--- src/rtl/frame_scan_reader_pkg.sv ---
// Shared constants for the frame scan reader: FSM encoding, buffer defaults, counter sizing.
package frame_scan_reader_pkg;

  localparam logic [1:0] ST_IDLE  = 2'd0;
  localparam logic [1:0] ST_ISSUE = 2'd1;
  localparam logic [1:0] ST_DRAIN = 2'd2;

  localparam int DEF_BUF0_BASE = 0;
  localparam int DEF_BUF1_BASE = 2048;

  function automatic int frame_bytes(input int rows, input int cols);
    return rows * cols;
  endfunction

  // One extra bit so a counter can hold the terminal value n itself.
  function automatic int cnt_width(input int n);
    return $clog2(n) + 1;
  endfunction

endpackage

--- src/rtl/byte_fwft_fifo.sv ---
// First-word-fall-through FIFO; head is valid whenever !empty, zero-cycle read latency.
// Push on full is accepted only together with a pop; pop on empty is ignored.
module byte_fwft_fifo
  import frame_scan_reader_pkg::*;
#(
  parameter int DEPTH = 16,
  parameter int WIDTH = 8
) (
  input  logic                        clk,
  input  logic                        reset,
  input  logic                        push,
  input  logic [WIDTH-1:0]            push_data,
  input  logic                        pop,
  output logic [WIDTH-1:0]            head,
  output logic                        full,
  output logic                        empty,
  output logic [cnt_width(DEPTH)-1:0] count
);

  localparam int CW = cnt_width(DEPTH);
  localparam int PW = CW - 1;

  logic [WIDTH-1:0] mem [DEPTH];
  logic [PW-1:0]    wr_ptr;
  logic [PW-1:0]    rd_ptr;
  logic             do_push;
  logic             do_pop;

  assign do_pop  = pop && !empty;
  assign do_push = push && (!full || do_pop);
  assign full    = (count == CW'(DEPTH));
  assign empty   = (count == '0);
  assign head    = mem[rd_ptr];

  always_ff @(posedge clk or posedge reset) begin
    if (reset) begin
      wr_ptr <= '0;
      rd_ptr <= '0;
      count  <= '0;
    end else begin
      if (do_push) wr_ptr <= wr_ptr + PW'(1);
      if (do_pop)  rd_ptr <= rd_ptr + PW'(1);
      if (do_push && !do_pop)      count <= count + CW'(1);
      else if (!do_push && do_pop) count <= count - CW'(1);
    end
  end

  always_ff @(posedge clk) begin
    if (do_push) mem[wr_ptr] <= push_data;
  end

endmodule

--- src/rtl/frame_scan_reader.sv ---
// Issues one frame of byte reads per frame_start, credit-limited to the local return FIFO, and
// streams returned pixels with valid/ready; request strobe is combinational, pixels fall through.
module frame_scan_reader
  import frame_scan_reader_pkg::*;
#(
  parameter int ADDRESS_WIDTH  = 25,
  parameter int COLS           = 64,
  parameter int ROWS           = 32,
  parameter int BUF0_BASE      = DEF_BUF0_BASE,
  parameter int BUF1_BASE      = DEF_BUF1_BASE,
  parameter int OUT_FIFO_DEPTH = 16
) (
  input  logic                     clk,
  input  logic                     reset,
  input  logic                     frame_start,
  input  logic                     swap_req,
  output logic [ADDRESS_WIDTH-1:0] mem_address,
  output logic                     mem_wr,
  output logic [7:0]               mem_data_in,
  output logic                     mem_data_in_ready,
  input  logic                     mem_fifo_full,
  input  logic [7:0]               mem_data_out,
  input  logic                     mem_data_out_ready,
  output logic [7:0]               pix_data,
  output logic                     pix_valid,
  input  logic                     pix_ready,
  output logic                     pix_last,
  output logic                     frame_done,
  output logic                     busy,
  output logic                     active_buffer,
  output logic                     overrun,
  output logic                     ret_overflow
);

  localparam int FRAME_BYTES = frame_bytes(ROWS, COLS);
  localparam int CW          = cnt_width(FRAME_BYTES);
  localparam int OW          = cnt_width(OUT_FIFO_DEPTH);

  localparam logic [CW-1:0] LAST_IDX  = CW'(FRAME_BYTES - 1);
  localparam logic [CW-1:0] FRAME_CNT = CW'(FRAME_BYTES);
  localparam logic [OW:0]   CREDITS   = (OW+1)'(OUT_FIFO_DEPTH);

  logic [1:0]               state;
  logic                     swap_pending;
  logic                     next_buf;
  logic [ADDRESS_WIDTH-1:0] base;
  logic [CW-1:0]            issue_cnt;
  logic [CW-1:0]            ret_cnt;
  logic [CW-1:0]            pop_cnt;
  logic [OW-1:0]            outstanding;
  logic [OW-1:0]            fifo_count;
  logic                     fifo_full;
  logic                     fifo_empty;
  logic [7:0]               fifo_head;
  logic                     credit_ok;
  logic                     accept;
  logic                     ret_fire;
  logic                     ret_drop;
  logic                     push;
  logic                     pop;

  // Every in-flight read already owns a FIFO slot, so returns can never find the FIFO full.
  assign credit_ok         = ({1'b0, outstanding} + {1'b0, fifo_count}) < CREDITS;
  assign mem_data_in_ready = (state == ST_ISSUE) && !mem_fifo_full && credit_ok;
  assign accept            = mem_data_in_ready;
  assign mem_address       = base + ADDRESS_WIDTH'(issue_cnt);
  assign mem_wr            = 1'b0;
  assign mem_data_in       = 8'd0;

  assign ret_fire = mem_data_out_ready && (state != ST_IDLE);
  assign pop      = pix_valid && pix_ready;
  assign ret_drop = ret_fire && fifo_full && !pop;
  assign push     = ret_fire && !ret_drop;

  assign pix_valid = !fifo_empty;
  assign pix_data  = fifo_empty ? 8'd0 : fifo_head;
  assign pix_last  = pix_valid && (pop_cnt == LAST_IDX);
  assign busy      = (state != ST_IDLE);
  assign next_buf  = active_buffer ^ swap_pending;

  byte_fwft_fifo #(
    .DEPTH (OUT_FIFO_DEPTH),
    .WIDTH (8)
  ) u_ret_fifo (
    .clk       (clk),
    .reset     (reset),
    .push      (push),
    .push_data (mem_data_out),
    .pop       (pop),
    .head      (fifo_head),
    .full      (fifo_full),
    .empty     (fifo_empty),
    .count     (fifo_count)
  );

  always_ff @(posedge clk or posedge reset) begin
    if (reset) begin
      state         <= ST_IDLE;
      swap_pending  <= 1'b0;
      active_buffer <= 1'b0;
      base          <= '0;
      issue_cnt     <= '0;
      ret_cnt       <= '0;
      pop_cnt       <= '0;
      outstanding   <= '0;
      overrun       <= 1'b0;
      ret_overflow  <= 1'b0;
      frame_done    <= 1'b0;
    end else begin
      frame_done <= 1'b0;

      // A request landing on the same edge as a frame start is kept for the following frame.
      if (swap_req)
        swap_pending <= 1'b1;
      else if (frame_start && state == ST_IDLE)
        swap_pending <= 1'b0;

      if (frame_start && state != ST_IDLE) overrun <= 1'b1;
      if (ret_drop) ret_overflow <= 1'b1;

      if (accept && !ret_fire)      outstanding <= outstanding + OW'(1);
      else if (!accept && ret_fire) outstanding <= outstanding - OW'(1);

      if (accept)   issue_cnt <= issue_cnt + CW'(1);
      if (ret_fire) ret_cnt   <= ret_cnt + CW'(1);
      if (pop)      pop_cnt   <= pop_cnt + CW'(1);

      case (state)
        ST_IDLE: begin
          if (frame_start) begin
            state         <= ST_ISSUE;
            active_buffer <= next_buf;
            base          <= next_buf ? ADDRESS_WIDTH'(BUF1_BASE) : ADDRESS_WIDTH'(BUF0_BASE);
            issue_cnt     <= '0;
            ret_cnt       <= '0;
            pop_cnt       <= '0;
          end
        end
        ST_ISSUE: begin
          if (accept && issue_cnt == LAST_IDX) state <= ST_DRAIN;
        end
        ST_DRAIN: begin
          if (ret_cnt == FRAME_CNT && fifo_empty) begin
            state      <= ST_IDLE;
            frame_done <= 1'b1;
          end
        end
        default: state <= ST_IDLE;
      endcase
    end
  end

endmodule

--- config.mk ---
export PLATFORM = sky130hd
export DESIGN_NAME = frame_scan_reader
export DESIGN_NICKNAME = d
export VERILOG_FILES = /design/src/rtl/frame_scan_reader_pkg.sv /design/src/rtl/byte_fwft_fifo.sv /design/src/rtl/frame_scan_reader.sv
export SDC_FILE = /design/constraint.sdc
export NUM_CORES = 1
export LEC_CHECK = 0
export ABC_AREA = 1
export BUFFER_PORTS_ARGS = -buffer_cell sky130_fd_sc_hd__buf_4
export CORE_ASPECT_RATIO = 0.6
export CORE_MARGIN = 4
export CORE_UTILIZATION = 44
export DETAILED_ROUTE_END_ITERATION = 16
export PLACE_DENSITY = 0.65
export SLEW_MARGIN = 10
export SYNTH_ARGS = -nofsm -noshare
export SYNTH_HDL_FRONTEND = slang
export SYNTH_SLANG_ARGS = --single-unit
--- constraint.sdc ---
create_clock -name clk -period 2.79 [get_ports clk]
set_input_delay 0.558 -clock clk [delete_from_list [all_inputs] [get_ports clk]]
set_output_delay 0.558 -clock clk [all_outputs]
set_load 0.01 [all_outputs]
**Yosys cells after proc, flatten, opt, wreduce, memory -nomap -nowiden**

Memory sizes are Yosys's and may differ from the RTL's.
Index checks and enable logic that the tools add are counted.

- Reductions and logical operators: 36
- Order comparisons: 1
- Bitwise operators: 1
- Equality and inequality tests: 9
- Muxes and demuxes: 25
- $add $sub $neg: 11

Operator list:

| cell | number |
|---|---|
| $mux W12 | 10 |
| $add A12 B1 Y12 const B | 3 |
| $add A25 B12 Y25 | 1 |
| $eq A12 B11 Y1 const B | 2 |
| $mux W5 | 4 |
| $logic_and A1 B1 Y1 | 18 |
| $eq A12 B12 Y1 const B | 1 |
| $add A5 B1 Y5 const B | 2 |
| $sub A5 B1 Y5 const B | 2 |
| $logic_not A1 Y1 | 9 |
| $add A4 B1 Y4 const B | 2 |
| $mux W8 | 1 |
| $reduce_bool A2 Y1 | 4 |
| $add A5 B5 Y6 | 1 |
| $lt A6 B5 Y1 const B | 1 |
| $mux W1 | 6 |
| $mux W2 | 3 |
| $pmux W2 S3 | 1 |
| $eq A5 B5 Y1 const B | 1 |
| $logic_not A5 Y1 | 1 |
| $ne A2 B2 Y1 const B | 2 |
| $reduce_and A3 Y1 | 1 |
| $eq A2 B1 Y1 const B | 1 |
| $eq A2 B2 Y1 const B | 1 |
| 5 further kinds | 5 |

- Output and inout port bits: 50
- Bits of input ports: 15
- Memories kept: 1
- RAM bits: 128
- Logic and storage cells: 98
- Register bits: 86

Memory list:

| memory | words | bits a word | rd ports | clocked after Yosys merged registers in | wr ports | line | RTL |
|---|---|---|---|---|---|---|---|
| u_ret_fifo.mem | 16 | 8 | 1 | 0 | 1 | byte_fwft_fifo.sv:23 | `logic [WIDTH-1:0] mem [DEPTH];` |

**Logic depth before layout (Yosys ltp)**

- Depth in word-level cells: 12
- Mapped depth: 17
- Depth with buffers taken out: 17

**Cells and area by module**

Synthesis repeated with hierarchy kept, for this count alone.

- Cell total of the unflattened synthesis: 1038
- Area total of the unflattened synthesis: 9477.8 µm²

Modules (own cells, without submodules):

| module | instances | area an instance (µm²) | cells an instance | sequential area each (µm²) |
|---|---|---|---|---|
| byte_fwft_fifo | 1 | 6394.9 | 631 | 4169.0 |
| frame_scan_reader | 1 | 3083.0 | 407 | 1201.2 |

**Worst setup path before layout**

OpenSTA, ideal clock, no wires.

- Kind: flip-flop to flip-flop
- From: register outstanding[4]
- To: register outstanding[4]
- Path slack: 177 ps
- Clock period less this slack: 2613 ps
- Stages on the path, launching flop included: 16
- Data arrival time: 2548 ps
- Path buffers: 0
- Required time: 2725 ps
- Setup time: 65 ps
- Cell sequence: dfrtp_1 ha_1 nor2_1 nand2_1 nor3_4 nand2_4 inv_2 ha_1 inv_1 fa_1 nand2_1 nand2_1 a21oi_1 xor2_1 nand2_1 nand2_1

- Cells in the longest elaborated chain, start to end: 6
- Elaborated cells on any way between the ends: 11
- Those cells by class: add/sub (3); order compare (1); mux (2); reduce/logical (5)

Ends and longest elaborated chain:

| element | line | RTL |
|---|---|---|
| start: declaration | frame_scan_reader.sv:50 | `logic [OW-1:0] outstanding;` |
| start signal: assignment | frame_scan_reader.sv:121 | `if (accept && !ret_fire) outstanding <= outstanding + OW'(1);` |
| start signal: assignment | frame_scan_reader.sv:122 | `else if (!accept && ret_fire) outstanding <= outstanding - OW'(1);` |
| $add A5 B5 Y6 * | frame_scan_reader.sv:63 | `assign credit_ok = ({1'b0, outstanding} + {1'b0, fifo_count}) < CREDITS;` |
| $lt A6 B5 Y1 * | frame_scan_reader.sv:63 |  |
| $logic_and A1 B1 Y1 * | frame_scan_reader.sv:64 | `assign mem_data_in_ready = (state == ST_ISSUE) && !mem_fifo_full && credit_ok;` |
| net mem_data_in_ready | frame_scan_reader.sv:20 | `output logic mem_data_in_ready,` |
| $logic_not A1 Y1 | frame_scan_reader.sv:122 |  |
| $logic_and A1 B1 Y1 | frame_scan_reader.sv:122 |  |
| $reduce_bool A2 Y1 (no source line) | -- |  |

Mark *: on every way through the listed nets, which the timed path passes. The rest lies on a longest branch. The select of a mux whose other input is x is not followed.
A chain may end at the register's enable or synchronous reset.

**Worst setup path in the final report**

- From: register u_ret_fifo.rd_ptr[3]
- To: output port pix_data[1]

- Cells in the longest elaborated chain, start to end: 2

Ends and longest elaborated chain:

| element | line | RTL |
|---|---|---|
| start: declaration | byte_fwft_fifo.sv:25 | `logic [PW-1:0] rd_ptr;` |
| start signal: assignment | byte_fwft_fifo.sv:42 | `if (do_pop) rd_ptr <= rd_ptr + PW'(1);` |
| $mem_v2 Z16 W8 | -- |  |
| $mux W8 | frame_scan_reader.sv:76 | `assign pix_data = fifo_empty ? 8'd0 : fifo_head;` |
| end: declaration | frame_scan_reader.sv:24 | `output logic [7:0] pix_data,` |

Every way passes these cells.

==> impl_metrics.py <==
metrics = {
    "timing": {
        "finalSetupTns_ns": 0,
        "setup_slack_ns": 0.101,
        "fmax_mhz": 372,
        "rsz0062_at_grt": "false",
        "slew_viol_final": 0,
        "fin_crit_ns": 2.69,
        "slew_headroom_pct": 55.9,
        "period_share_pct": 96.4,
        "finalSetupViolCount": 0,
        "finalHoldViolations": 0,
        "clock_skew_ns": 0.0110,
        "worstMarginPinSlew_ns": 0.660,
    },
    "global_route": {
        "grt_max_degree": 67,
        "grt_pass1_wl_um": 33100,
        "grt_pass1_vias": 6017,
        "grt_overflow": 0,
        "grt_usage_pct": 18.3,
        "antenna_found_initial": 0,
    },
    "setup_path": {
        "cp.required_ns": 2.23,
        "worst_setup_path_start_kind": "flip-flop",
        "r2r_start": "outstanding[4]",
        "crit_start": "u_ret_fifo.rd_ptr[3]",
        "cp-end-kind": "output port",
        "worstPathArrival_ns": 2.13,
        "worst-path-max-fanout": 9,
        "critPathKind": "reg2out",
    },
    "drt": {
        "post_drt_wl_per_cell_um": 16.4,
        "drt-total-wl_um": 21300,
        "ant_nets": 0,
        "drtPass1Iterations": 5,
        "drc": 0,
        "initialDrtViolationCount": 595,
        "routed_via_density": 5.06,
        "via_count": 6563,
    },
    "placement": {
        "pre_cts_ws_ns": 0.179,
        "place.gp.congestion": 0.859,
        "port_buffers": 43,
        "hpwl_um": 14000,
    },
    "clock_tree": {
        "clkTransAtPathRegs_ns": 0.07,
        "clock_sinks": 189,
        "cts_buffers": 17,
        "cts.path.max_buffers": 2,
        "root_buffer": "clkbuf_16",
        "clk_latency_ns": 0.44,
        "htree_levels": 4,
        "cts_tree": "built",
    },
    "synthesis": {
        "synth_warnings": 0,
        "ys_seq_area_share_pct": 58.7,
        "mappedNetlistArea_um2": 9150,
        "synth_cells": 960,
        "ys_ff_latch": 189,
        "yosysUniqueCellTypes": 37,
        "postSynthAreaPerCell_um2": 9.53,
    },
    "flow_run": {
        "maxCapViolations": 0,
    },
    "floorplanning": {
        "ios": 65,
        "die_area_um2": 23200,
        "die_y_um": 120,
        "die_x_um": 194,
        "start_util_pct": 45.2,
        "rows": 40,
        "core_um2": 20200,
    },
    "status": {
        "status": "completed",
    },
    "layout": {
        "drive_above_1_share_pct": 13.2,
        "area.growth.synth_to_final_pct": 13.5,
        "finalNetCount": 1050,
        "n_antenna_cell": 0,
    },
    "power": {
        "seq_power_share_pct": 37.1,
        "max-vdd-ir-drop_mv": 0.662,
        "p_leak_uw": 0.00432,
        "clkPwrFrac_pct": 21.1,
        "p_sw_share_pct": 40.6,
        "p_per_area_nw_per_um2": 1050,
        "switchingPower_uw": 4450,
        "power_frac_comb_pct": 41.7,
        "p_int_uw": 6500,
    },
    "worst_hold_path": {
        "hp-class": "in2async",
    },
}
## metal layers
layer	wire [µm]	part of all wire (%)	global-route usage [%]
met4	154	0.72	4.08
met2	8810	41	25.4
met3	1760	8.3	5.39
met5	0	0	0
met1	10600	50	28.1
## registers in the layout (all words and copies together) (netlist names), 2 cells and up
signal             count
u_ret_fifo.rd_ptr      4
u_ret_fifo.wr_ptr      4
state                  2
outstanding            5
u_ret_fifo.count       5
u_ret_fifo.mem       128
ret_cnt               12
issue_cnt             12
pop_cnt               12
## power groups by stage
stage | registers, µW | clock network [µW] | logic [µW]
final | 4070 | 2310 | 4570
after global placement | 4090 | 0 | 4360
after CTS | 4050 | 2350 | 4440
after global routing | 4140 | 2480 | 5150
after detailed placement | 4100 | 0 | 4410
after floorplan | 3940 | 0 | 3140
## final cells by class
| cell class | instances | area [µm²] |
|---|---|---|
| sequential | 189 | 5370 |
| clock inverter | 10 | 77.6 |
| clock buffer | 22 | 478 |
| inverter | 77 | 293 |
| timing repair buffer | 80 | 643 |
| tap | 273 | 342 |
| fill | 1847 | 9840 |
| multi-input combinational | 646 | 3180 |
## through the flow
| stage | area (µm²) | hold WS, ns | utilization [%] | power (µW) | instances |
|---|---|---|---|---|---|
| 5_1_grt | 10400 | 0.184 | 51.4 | 11800 | 1297 |
| 3_5_place_dp | 9760 | 0.469 | 48.3 | 8510 | 1261 |
| 2_1_floorplan | 9220 | 0.453 | - | 7080 | 980 |
| 6_report | 10400 | 0.155 | 51.4 | 11000 | 1297 |
| 4_1_cts | 10300 | 0.172 | 51.0 | 10800 | 1293 |
| 3_3_place_gp | 9760 | 0.463 | 48.3 | 8450 | 1261 |
## placed cells by master (no fill, tap or decap), drive strengths merged, types with 3 or more instances in the layout
master / instances
nor2: 63
a21oi: 43
nor3: 20
dfrtp: 61
clkinv: 5
nor4: 3
xor2: 16
buf: 79
clkinvlp: 3
conb: 21
clkbuf: 23
nand4: 13
xnor2: 3
edfxtp: 128
inv: 79
ha: 22
nand3: 125
nand2: 261
o21ai: 39
o21a: 8
## timing repair
action / 4_1_cts / 5_1_grt
endpoints found under the hold margin: 0 / 0
setup endpoints to repair: 0 / 8
hold buffers: 0 / 0
resized for setup: 0 / 7
setup buffers: 0 / 3
## synth_stat cells
master    number  area, µm²
a21o_1         2       15.0
o21a_1         8       60.1
dfrtp_1       61       1530
nor3_2         1       10.0
conb_1         1       3.75
nand3b_1       1       7.51
buf_1          3       11.3
nand3_1      124        621
a211oi_1       1       7.51
nand4_1       13       81.3
nand2_1      259        972
nor2_1        60        225
ha_1          22        275
clkbuf_2       1       5.00
o21ai_1       18       90.1
a21oi_1       43        215
edfxtp_1     128       3840
buf_2         17       85.1
inv_2          6       22.5
xnor2_1        3       26.3
inv_1         69        259
fa_1           2       40.0
nor4_1         3       18.8
clkinv_1       2       7.51
nand3_2        1       10.0
nand2_2        1       6.26
nor2_2         3       18.8
o21bai_1       1       7.51
nor3_1        18       90.1
buf_4         33        248
nor3_4         1       16.3
a31oi_1        1       6.26
nand2_4        1       11.3
xor2_1        16        140
and2_1         1       6.26
clkbuf_1      14       52.6
o21ai_0       21        105
## final timing paths
path	end	slack, ns	cells past startpoint
max	pix_data[1]	0.10	4
min	issue_cnt[5]	0.16	2
max reg2reg	outstanding[4]	0.24	15
min reg2reg	overrun	0.49	1
max in group asynchronous	pop_cnt[8]	1.93	3
min in group clk	swap_pending	0.31	2
## kinds of logic after synthesis
family                   share of synthesized area [%]
other                                           0.0410
AND/OR/NAND/NOR                                   22.9
adder cells (fa/ha/maj)                           3.45
buffers and inverters                             7.55
AO/OA/AOI/OAI                                     5.54
XOR/XNOR                                          1.82
flip-flops                                        58.7
## worst max-delay path, cell delays in order (launching register included)
cell	delay, ns
dfrtp_1	0.61
clkinvlp_4	0.38
a21oi_1	0.38
o21a_1	0.20
buf_4	0.12
(Power assumes the default switching activity.)
